<file path="config.mk">
export PLATFORM = sky130hd
export DESIGN_NAME = fetch_fd_stage
export DESIGN_NICKNAME = d
export VERILOG_FILES = /design/src/rtl/mips_pkg.sv /design/src/rtl/fetch_fd_stage_npc_calc.sv /design/src/rtl/fetch_fd_stage.sv
export SDC_FILE = /design/constraint.sdc
export NUM_CORES = 1
export LEC_CHECK = 0
export BUFFER_PORTS_ARGS = -buffer_cell sky130_fd_sc_hd__buf_2
export CAP_MARGIN = 0
export CORE_MARGIN = 2
export CORE_UTILIZATION = 55
export DETAILED_ROUTE_END_ITERATION = 12
export GPL_ROUTABILITY_DRIVEN = 1
export GPL_TIMING_DRIVEN = 1
export PLACE_DENSITY_LB_ADDON = 0.08
export SETUP_SLACK_MARGIN = 0.5
export SKIP_CTS_REPAIR_TIMING = 1
export SLEW_MARGIN = 20
export SYNTH_ARGS = -nofsm -noshare
export SYNTH_HDL_FRONTEND = slang
export SYNTH_SLANG_ARGS = --single-unit
</file>
<file path="constraint.sdc">
create_clock -name clk -period 4 [get_ports clk]
set_input_delay 0.8 -clock clk [delete_from_list [all_inputs] [get_ports clk]]
set_output_delay 0.8 -clock clk [all_outputs]
set_load 0.05 [all_outputs]
</file>
<file path="src/rtl/mips_pkg.sv">
// Opcode, funct and instruction-field constants shared by the fetch stage, hazard unit and decoders.
package mips_pkg;
    localparam logic [5:0] OP_SPECIAL = 6'h00;
    localparam logic [5:0] OP_J       = 6'h02;
    localparam logic [5:0] OP_JAL     = 6'h03;
    localparam logic [5:0] OP_BEQ     = 6'h04;
    localparam logic [5:0] OP_ORI     = 6'h0d;
    localparam logic [5:0] OP_LUI     = 6'h0f;
    localparam logic [5:0] OP_LW      = 6'h23;
    localparam logic [5:0] OP_SW      = 6'h2b;

    localparam logic [5:0] FN_JR      = 6'h08;
    localparam logic [5:0] FN_ADDU    = 6'h21;
    localparam logic [5:0] FN_SUBU    = 6'h23;

    localparam int OPC_HI = 31, OPC_LO = 26;
    localparam int RS_HI  = 25, RS_LO  = 21;
    localparam int RT_HI  = 20, RT_LO  = 16;
    localparam int RD_HI  = 15, RD_LO  = 11;
    localparam int FN_HI  = 5,  FN_LO  = 0;
    localparam int IMM_HI = 15, IMM_LO = 0;
    localparam int IDX_HI = 25, IDX_LO = 0;

    localparam logic [31:0] PC_RESET_DEF = 32'h0000_3000;

    function automatic logic signed [31:0] sext16(input logic [15:0] imm);
        return {{16{imm[15]}}, imm};
    endfunction
endpackage

</file>
<file path="src/rtl/fetch_fd_stage_npc_calc.sv">
// Next-PC selection for the fetch stage: resolves beq/j/jal/jr held in D using forwarded operands.
module npc_calc
    import mips_pkg::*;
(
    input  logic [31:0] ir_d,
    input  logic [31:0] pc4_d,
    input  logic [31:0] pc_f,
    input  logic [31:0] rs_val_d,
    input  logic [31:0] rt_val_d,
    input  logic        stall,
    output logic [31:0] npc,
    output logic        redirect
);
    logic [5:0]         opcode;
    logic [5:0]         funct;
    logic               beq_taken;
    logic               is_jump;
    logic               is_jr;
    logic signed [31:0] br_off;

    assign opcode    = ir_d[OPC_HI:OPC_LO];
    assign funct     = ir_d[FN_HI:FN_LO];
    assign beq_taken = (opcode == OP_BEQ) && (rs_val_d == rt_val_d);
    assign is_jump   = (opcode == OP_J) || (opcode == OP_JAL);
    assign is_jr     = (opcode == OP_SPECIAL) && (funct == FN_JR);
    assign br_off    = sext16(ir_d[IMM_HI:IMM_LO]) <<< 2;

    // A stall freezes the PC even when a branch is pending; it re-resolves next cycle.
    always_comb begin
        npc = pc_f + 32'd4;
        if (stall)
            npc = pc_f;
        else if (beq_taken)
            npc = pc4_d + br_off;
        else if (is_jump)
            npc = {pc4_d[31:28], ir_d[IDX_HI:IDX_LO], 2'b00};
        else if (is_jr)
            npc = rs_val_d;
    end

    assign redirect = (beq_taken || is_jump || is_jr) && !stall;
endmodule

</file>
<file path="src/rtl/fetch_fd_stage.sv">
// Fetch stage and F/D pipeline register with one branch delay slot (no flush).
// Optional FETCH_RANGE_CHECK_EN: illegal fetch addresses load a nop and set sticky fetch_err.
module fetch_fd_stage
    import mips_pkg::*;
#(
    parameter logic [31:0] PC_RESET = PC_RESET_DEF,
    parameter logic [31:0] IM_BASE  = 32'h0000_3000,
    parameter int          IM_WORDS = 1024
) (
    input  logic        clk,
    input  logic        reset_n,
    input  logic        stall,
    output logic [31:0] im_addr,
    input  logic [31:0] im_rdata,
    input  logic [31:0] rs_val_d,
    input  logic [31:0] rt_val_d,
    output logic [31:0] ir_d,
    output logic [31:0] pc4_d,
    output logic [31:0] pc8_d,
    output logic        redirect,
    output logic [31:0] fetch_cnt,
`ifdef FETCH_RANGE_CHECK_EN
    output logic        fetch_err,
`endif
    output logic [31:0] stall_cnt
);
    logic [31:0] pc_f;
    logic [31:0] npc;
    logic [31:0] ir_next;

    function automatic logic [31:0] sat_inc(input logic [31:0] v);
        return (v == 32'hFFFF_FFFF) ? v : v + 32'd1;
    endfunction

    npc_calc u_npc (
        .ir_d     (ir_d),
        .pc4_d    (pc4_d),
        .pc_f     (pc_f),
        .rs_val_d (rs_val_d),
        .rt_val_d (rt_val_d),
        .stall    (stall),
        .npc      (npc),
        .redirect (redirect)
    );

    assign im_addr = pc_f;

`ifdef FETCH_RANGE_CHECK_EN
    localparam logic [31:0] IM_END = IM_BASE + 32'(4 * IM_WORDS);
    logic illegal;

    assign illegal = (pc_f[1:0] != 2'b00) || (pc_f < IM_BASE) || (pc_f >= IM_END);
    assign ir_next = illegal ? 32'h0 : im_rdata;

    always_ff @(posedge clk or negedge reset_n) begin
        if (!reset_n)
            fetch_err <= 1'b0;
        else if (!stall && illegal)
            fetch_err <= 1'b1;
    end
`else
    assign ir_next = im_rdata;
`endif

    always_ff @(posedge clk or negedge reset_n) begin
        if (!reset_n) begin
            pc_f      <= PC_RESET;
            ir_d      <= 32'h0;
            pc4_d     <= PC_RESET;
            pc8_d     <= PC_RESET + 32'd4;
            fetch_cnt <= 32'h0;
            stall_cnt <= 32'h0;
        end else begin
            pc_f <= npc;
            if (stall) begin
                stall_cnt <= sat_inc(stall_cnt);
            end else begin
                ir_d      <= ir_next;
                pc4_d     <= pc_f + 32'd4;
                pc8_d     <= pc_f + 32'd8;
                fetch_cnt <= sat_inc(fetch_cnt);
            end
        end
    end
endmodule
</file>
* Yosys cells after proc, flatten, opt, wreduce, memory -nomap -nowiden
Index checks and enable logic that the tools add are counted.
** Word-level totals
- Input bits :: 99
- Word-level logic and storage cells :: 34
- Output and inout port bits :: 193
- Register bits :: 192
** Cells by class
- Add/subtract/negate cells :: 5
- Multiplexer cells :: 3
- Equal/unequal tests :: 7
- Bitwise operators :: 3
- Reductions and logical operators :: 10
** Operators with widths (count)
- 32-bit two-way mux :: 3
- 32-bit by 1-bit adder with 32-bit output (second input constant) :: 2
- 32-bit equality test (second input constant) :: 2
- 32-bit by 3-bit adder with 32-bit output (second input constant) :: 1
- 32-bit adder :: 1
- 32-bit by 4-bit adder with 32-bit output (second input constant) :: 1
- 32-bit equality test :: 1
- 6-bit by 2-bit equality test with 1-bit output (second input constant) :: 2
- 6-bit by 3-bit equality test with 1-bit output (second input constant) :: 1
- 6-bit by 4-bit equality test with 1-bit output (second input constant) :: 1
- 6-bit zero test :: 1
- 2-bit AND reduction :: 2
- 1-bit logical AND :: 3
- 1-bit logical OR :: 3
- 1-bit NOT :: 3
- 1-bit zero test :: 1

* Logic depth before layout (Yosys ltp)
- Word-level depth :: 5
- Mapped depth :: 11
- Depth with buffers taken out :: 11

* Modules after synthesis
From an unflattened synthesis, not the netlist that was laid out.
** Second synthesis, totals
- Cells, all modules :: 1288
- Area total of the unflattened synthesis :: 11908.9 um^2
** By module, submodules not included
- fetch_fd_stage :: instances 1, sequential area each 4763.3 um^2, area an instance 8305.5 um^2, cells an instance 746
- npc_calc :: instances 1, sequential area each 0.0 um^2, area an instance 3603.5 um^2, cells an instance 542

* Worst setup path before layout
OpenSTA, ideal clock, no wires.
- Path type :: reg2out
- Start :: register ir_d[29]
- End :: output port redirect
- Setup slack :: 0.968 ns
- Path buffers :: 0
- Arrival time :: 2.232 ns
- Data required time :: 3.200 ns
- Stages on the path, launching flop included :: 9
- Path through :: dfrtp_1 > or3_1 > nor3_2 > o2111ai_1 > nor3_1 > nand4_1 > nand2_1 > nand2_1 > inv_1
** On the way
- Cells in the longest elaborated chain, start to end :: 5
- Elaborated cells on any way between the ends :: 10
- Those cells by class :: eq/ne: 3; reduce/logical: 7
** Ends and longest elaborated chain
- start, declared :: RTL line fetch_fd_stage.sv:17 : output logic [31:0] ir_d,
- start signal, assigned :: RTL line fetch_fd_stage.sv:78 : ir_d <= ir_next;
- 6-bit by 3-bit equality test with 1-bit output or 6-bit by 2-bit equality test with 1-bit output (tied branches) :: RTL line fetch_fd_stage_npc_calc.sv:23, fetch_fd_stage_npc_calc.sv:24
- 1-bit logical AND or 1-bit logical OR (tied branches) :: RTL line fetch_fd_stage_npc_calc.sv:23, fetch_fd_stage_npc_calc.sv:24
- 1-bit logical OR :: RTL line fetch_fd_stage_npc_calc.sv:41 : assign redirect = (beq_taken || is_jump || is_jr) && !stall;
- 1-bit logical OR (*) :: RTL line fetch_fd_stage_npc_calc.sv:41
- 1-bit logical AND (*) :: RTL line fetch_fd_stage_npc_calc.sv:41
- end, declared :: RTL line fetch_fd_stage.sv:20 : output logic redirect,
Every way passes the cells marked *; elsewhere a longest branch is shown, timed or not.

* Worst setup path after layout
Ends and elaborated chain as after synthesis.

==> flow_summary_export.csv <==
group,metric,value,unit
outcome,status,"complete, no violations",
placed_design,place_inst,1706,
layout,area_growth,20.6,%
sta,hold_viol,0,
detailed_routing,wl_per_cell,20.7,µm
floorplan,rows,52,
worst_setup_path,end_kind,"primary output",
pwr,leakage,6.22,nW
detailed_routing,drt-met1-wl,15300,µm
logic_synthesis,synth_edf_count,0,
grt,grt_start_max_net_pins,94,
worst_setup_path,cp_slowest_stage_delay,0.43,ns
grt,track_usage,33.4,%
logic_synthesis,ys_warn_count,0,
detailed_routing,drc,0,
detailed_routing,wl_met2,16800,µm
layout,fillers,1707,
placed_design,place_hpwl,26800,µm
sta,finalMaxSlewViolations,0,
clocking,path_clk_slew,0.08,ns
placed_design,routabilityCongestion,0.938,
sta,timing.slew.headroom,27.5,%
floorplan,num_io_pins,292,
floorplan,core_area,20100,µm²
detailed_routing,via_per_inst,5.83,
worst_setup_path,critPathKind,"reg -> out",
grt,antenna_found_initial,5,
floorplan,fp.dieW,147,µm
detailed_routing,route.met3.wl,3050,µm
detailed_routing,drt_iter0_drc,788,
logic_synthesis,synth_top_area_cell,"dfrtp_1",
floorplan,die_y,147,µm
sta,rsz0062_at_grt,"no",
floorplan,dieArea,21500,µm²
detailed_routing,vias,10176,
logic_synthesis,synth_cells,1191,
sta,final-setup-viol-count,0,
clocking,cts_made_buffers,17,
worst_setup_path,r2r-end,"im_addr[23]$_DFFE_PN0N_",
placed_design,port_buffers,291,
sta,min_period,3.30,ns
logic_synthesis,ys.flop_type,"dfrtp_1",
layout,layout-drive-gt1-share,28.6,%
logic_synthesis,ys_async_sr_fraction,100,%
clocking,cts_root_buf,"clkbuf_16",
logic_synthesis,netlist_top_cells_area,"dfrtp_1 (41%), xnor2_1 (9.3%), mux2_2 (5.7%)",
worst_setup_path,arrival,2.50,ns
clocking,clock_path_buffers,2,
logic_synthesis,yosysSeqAreaShare,42.6,%
worst_setup_path,r2r_slack,0.87,ns
grt,grt_pass1_vias,9776,
logic_synthesis,ys_seq_elements,190,
detailed_routing,dr.pass1.iters,5,
worst_setup_path,slowest_stage,"or3_4",
layout,stdcell_count,1744,
worst_setup_path,reg2reg_depth,9,
min_path,hp-class,"in -> async",
sta,tightest_slew,1.08,ns
pwr,peakVddDrop,0.408,mV
clocking,cts_sinks,190,
sta,clock.fmax,303,MHz
logic_synthesis,post_synth.cell_area_avg,9.40,µm²
clocking,cts_tree,"done",
sta,skew,0.0131,ns
worst_setup_path,r2r-start,"im_addr[4]$_DFFE_PN0N_",
worst_setup_path,cp-start-kind,"flip-flop",
worst_setup_path,required,3.20,ns
detailed_routing,antenna_violating_nets_post_route,0,
logic_synthesis,yosysTopAreaCellShare,40.9,%
clocking,clock_latency,0.45,ns
worst_setup_path,cp_max_fo,3,
sta,finalSetupTns,0,ns
logic_synthesis,synth_cell_types,65,
worst_setup_path,crit_end,"redirect",
pwr,power.density,652,nW/µm²
clocking,h-tree-depth,4,
logic_synthesis,synth_nets,1324,
worst_setup_path,crit_path_start,"ir_d[29]$_DFFE_PN0N_",
flow_run,cap_violations,0,
sta,timing.final.crit_share,82.6,%
logic_synthesis,syn_area,11200,µm²
grt,grt_pass1_wl,55500,µm
detailed_routing,routed.top_layer,"met5",
floorplan,start_util,55.7,%
grt,grt-ovfl-total,0,
layout,finalNetCount,1589,
detailed_routing,wirelength,36200,µm
worst_setup_path,cp_cell_sequence,"or3_4 -> nor3_4 -> o2111ai_1 -> nor3_2 -> nand4_1 -> nand2_1 -> nand2_2 -> inv_2 -> buf_6",
area by class of cell:
type                            instances  area (µm²)  area share, %
Multi-Input combinational cell        924        6120           45.3
Sequential cell                       190        4760           35.3
Timing Repair Buffer                  307        1610           11.9
Clock buffer                           18         429           3.18
Tap cell                              270         338           2.50
Clock inverter                         14         169           1.25
Inverter                               16        60.1          0.445
Antenna cell                            5        12.5         0.0927
cells in the final DEF, fill, tap and decap left out, types with 11 or more instances in the layout:
| cell type | count |
|---|---|
| buf_2 | 288 |
| dfrtp_1 | 183 |
| nand2_1 | 152 |
| xnor2_1 | 119 |
| nor2_1 | 89 |
| o21ai_0 | 85 |
| a21oi_1 | 60 |
| mux2_2 | 57 |
| xor2_1 | 48 |
| nand3_1 | 47 |
| ha_1 | 33 |
| nand4_1 | 29 |
| nor3_1 | 23 |
| a21o_1 | 20 |
| and3_1 | 19 |
| clkbuf_16 | 17 |
| buf_4 | 16 |
| o211ai_1 | 15 |
| inv_1 | 14 |
| and4_1 | 11 |
worst max-delay path: cells and delay by family, from the launching register on:
kind | cells | cell delay [ns]
AND/OR/NAND/NOR | 6 | 1.24
flip-flops | 1 | 0.41
buffers and inverters | 2 | 0.25
AO/OA/AOI/OAI | 1 | 0.16
registers in the layout, summed over array words and instances, names as in the netlist:
name / flops
fetch_cnt: 32
im_addr: 32
ir_d: 32
pc4_d: 32
stall_cnt: 32
pc8_d: 30
synthesized netlist by cell type, drive strengths merged (22+ instances only):
cell,number
o21ai,85
xor2,48
xnor2,119
nor3,27
ha,33
nand4,31
dfrtp,183
nand2,154
a21oi,60
nor2,89
mux2,57
buf,22
clkbuf,39
nand3,48
report_power, final:
part	leakage, nW	switching, mW	total [mW]	internal [mW]
registers	2.31	0.578	2.91	2.33
logic	3.62	2.86	4.13	1.27
clock network	0.291	0.858	1.76	0.897
how the worst min path moves through the flow:
stage / slack, ns / endpoint / cells after the start / from
CTS: 0.45 / ir_d[10]$_DFFE_PN0N_ / 1 / reset_n
global route: 0.49 / pc4_d[11]$_DFFE_PN0N_ / 1 / reset_n
finish: 0.42 / pc4_d[11]$_DFFE_PN0N_ / 1 / reset_n
detailed placement: 0.47 / pc8_d[17]$_DFFE_PN0N_ / 2 / pc8_d[17]$_DFFE_PN0N_
global placement: 0.46 / pc8_d[14]$_DFFE_PN0N_ / 2 / pc8_d[14]$_DFFE_PN0N_
floorplan: 0.50 / fetch_cnt[0]$_DFFE_PN0P_ / 0 / reset_n
through the flow:
step                      hold slack [ns]  instance area (µm²)  worst slack (ns)  power [mW]  util (%)
final                               0.422                13500             0.695        8.80      67.1
after global routing                0.487                13500             0.523        9.22      67.1
after CTS                           0.449                13500             0.500        8.77      66.9
after detailed placement            0.471                12900             0.755        6.99      63.9
after global placement              0.462                12900             0.743        6.94      63.9
after floorplan                     0.504                11200             0.968        5.92         -
routing by layer:
layer  up-vias  track usage, %
li1       4733               -
met1      4912            45.1
met2       457            53.7
met3        70            7.16
met4         4            11.5
met5         -               0
logic make-up after synthesis:
kind of cell	Yosys count	share of synthesized area, %
AO/OA/AOI/OAI	242	13.1
adder cells (fa/ha/maj)	34	3.87
AND/OR/NAND/NOR	416	18.0
buffers and inverters	77	2.97
multiplexers	65	6.45
flip-flops	190	42.6
XOR/XNOR	167	13.1
Note: power is estimated with default switching activity, not from simulation.
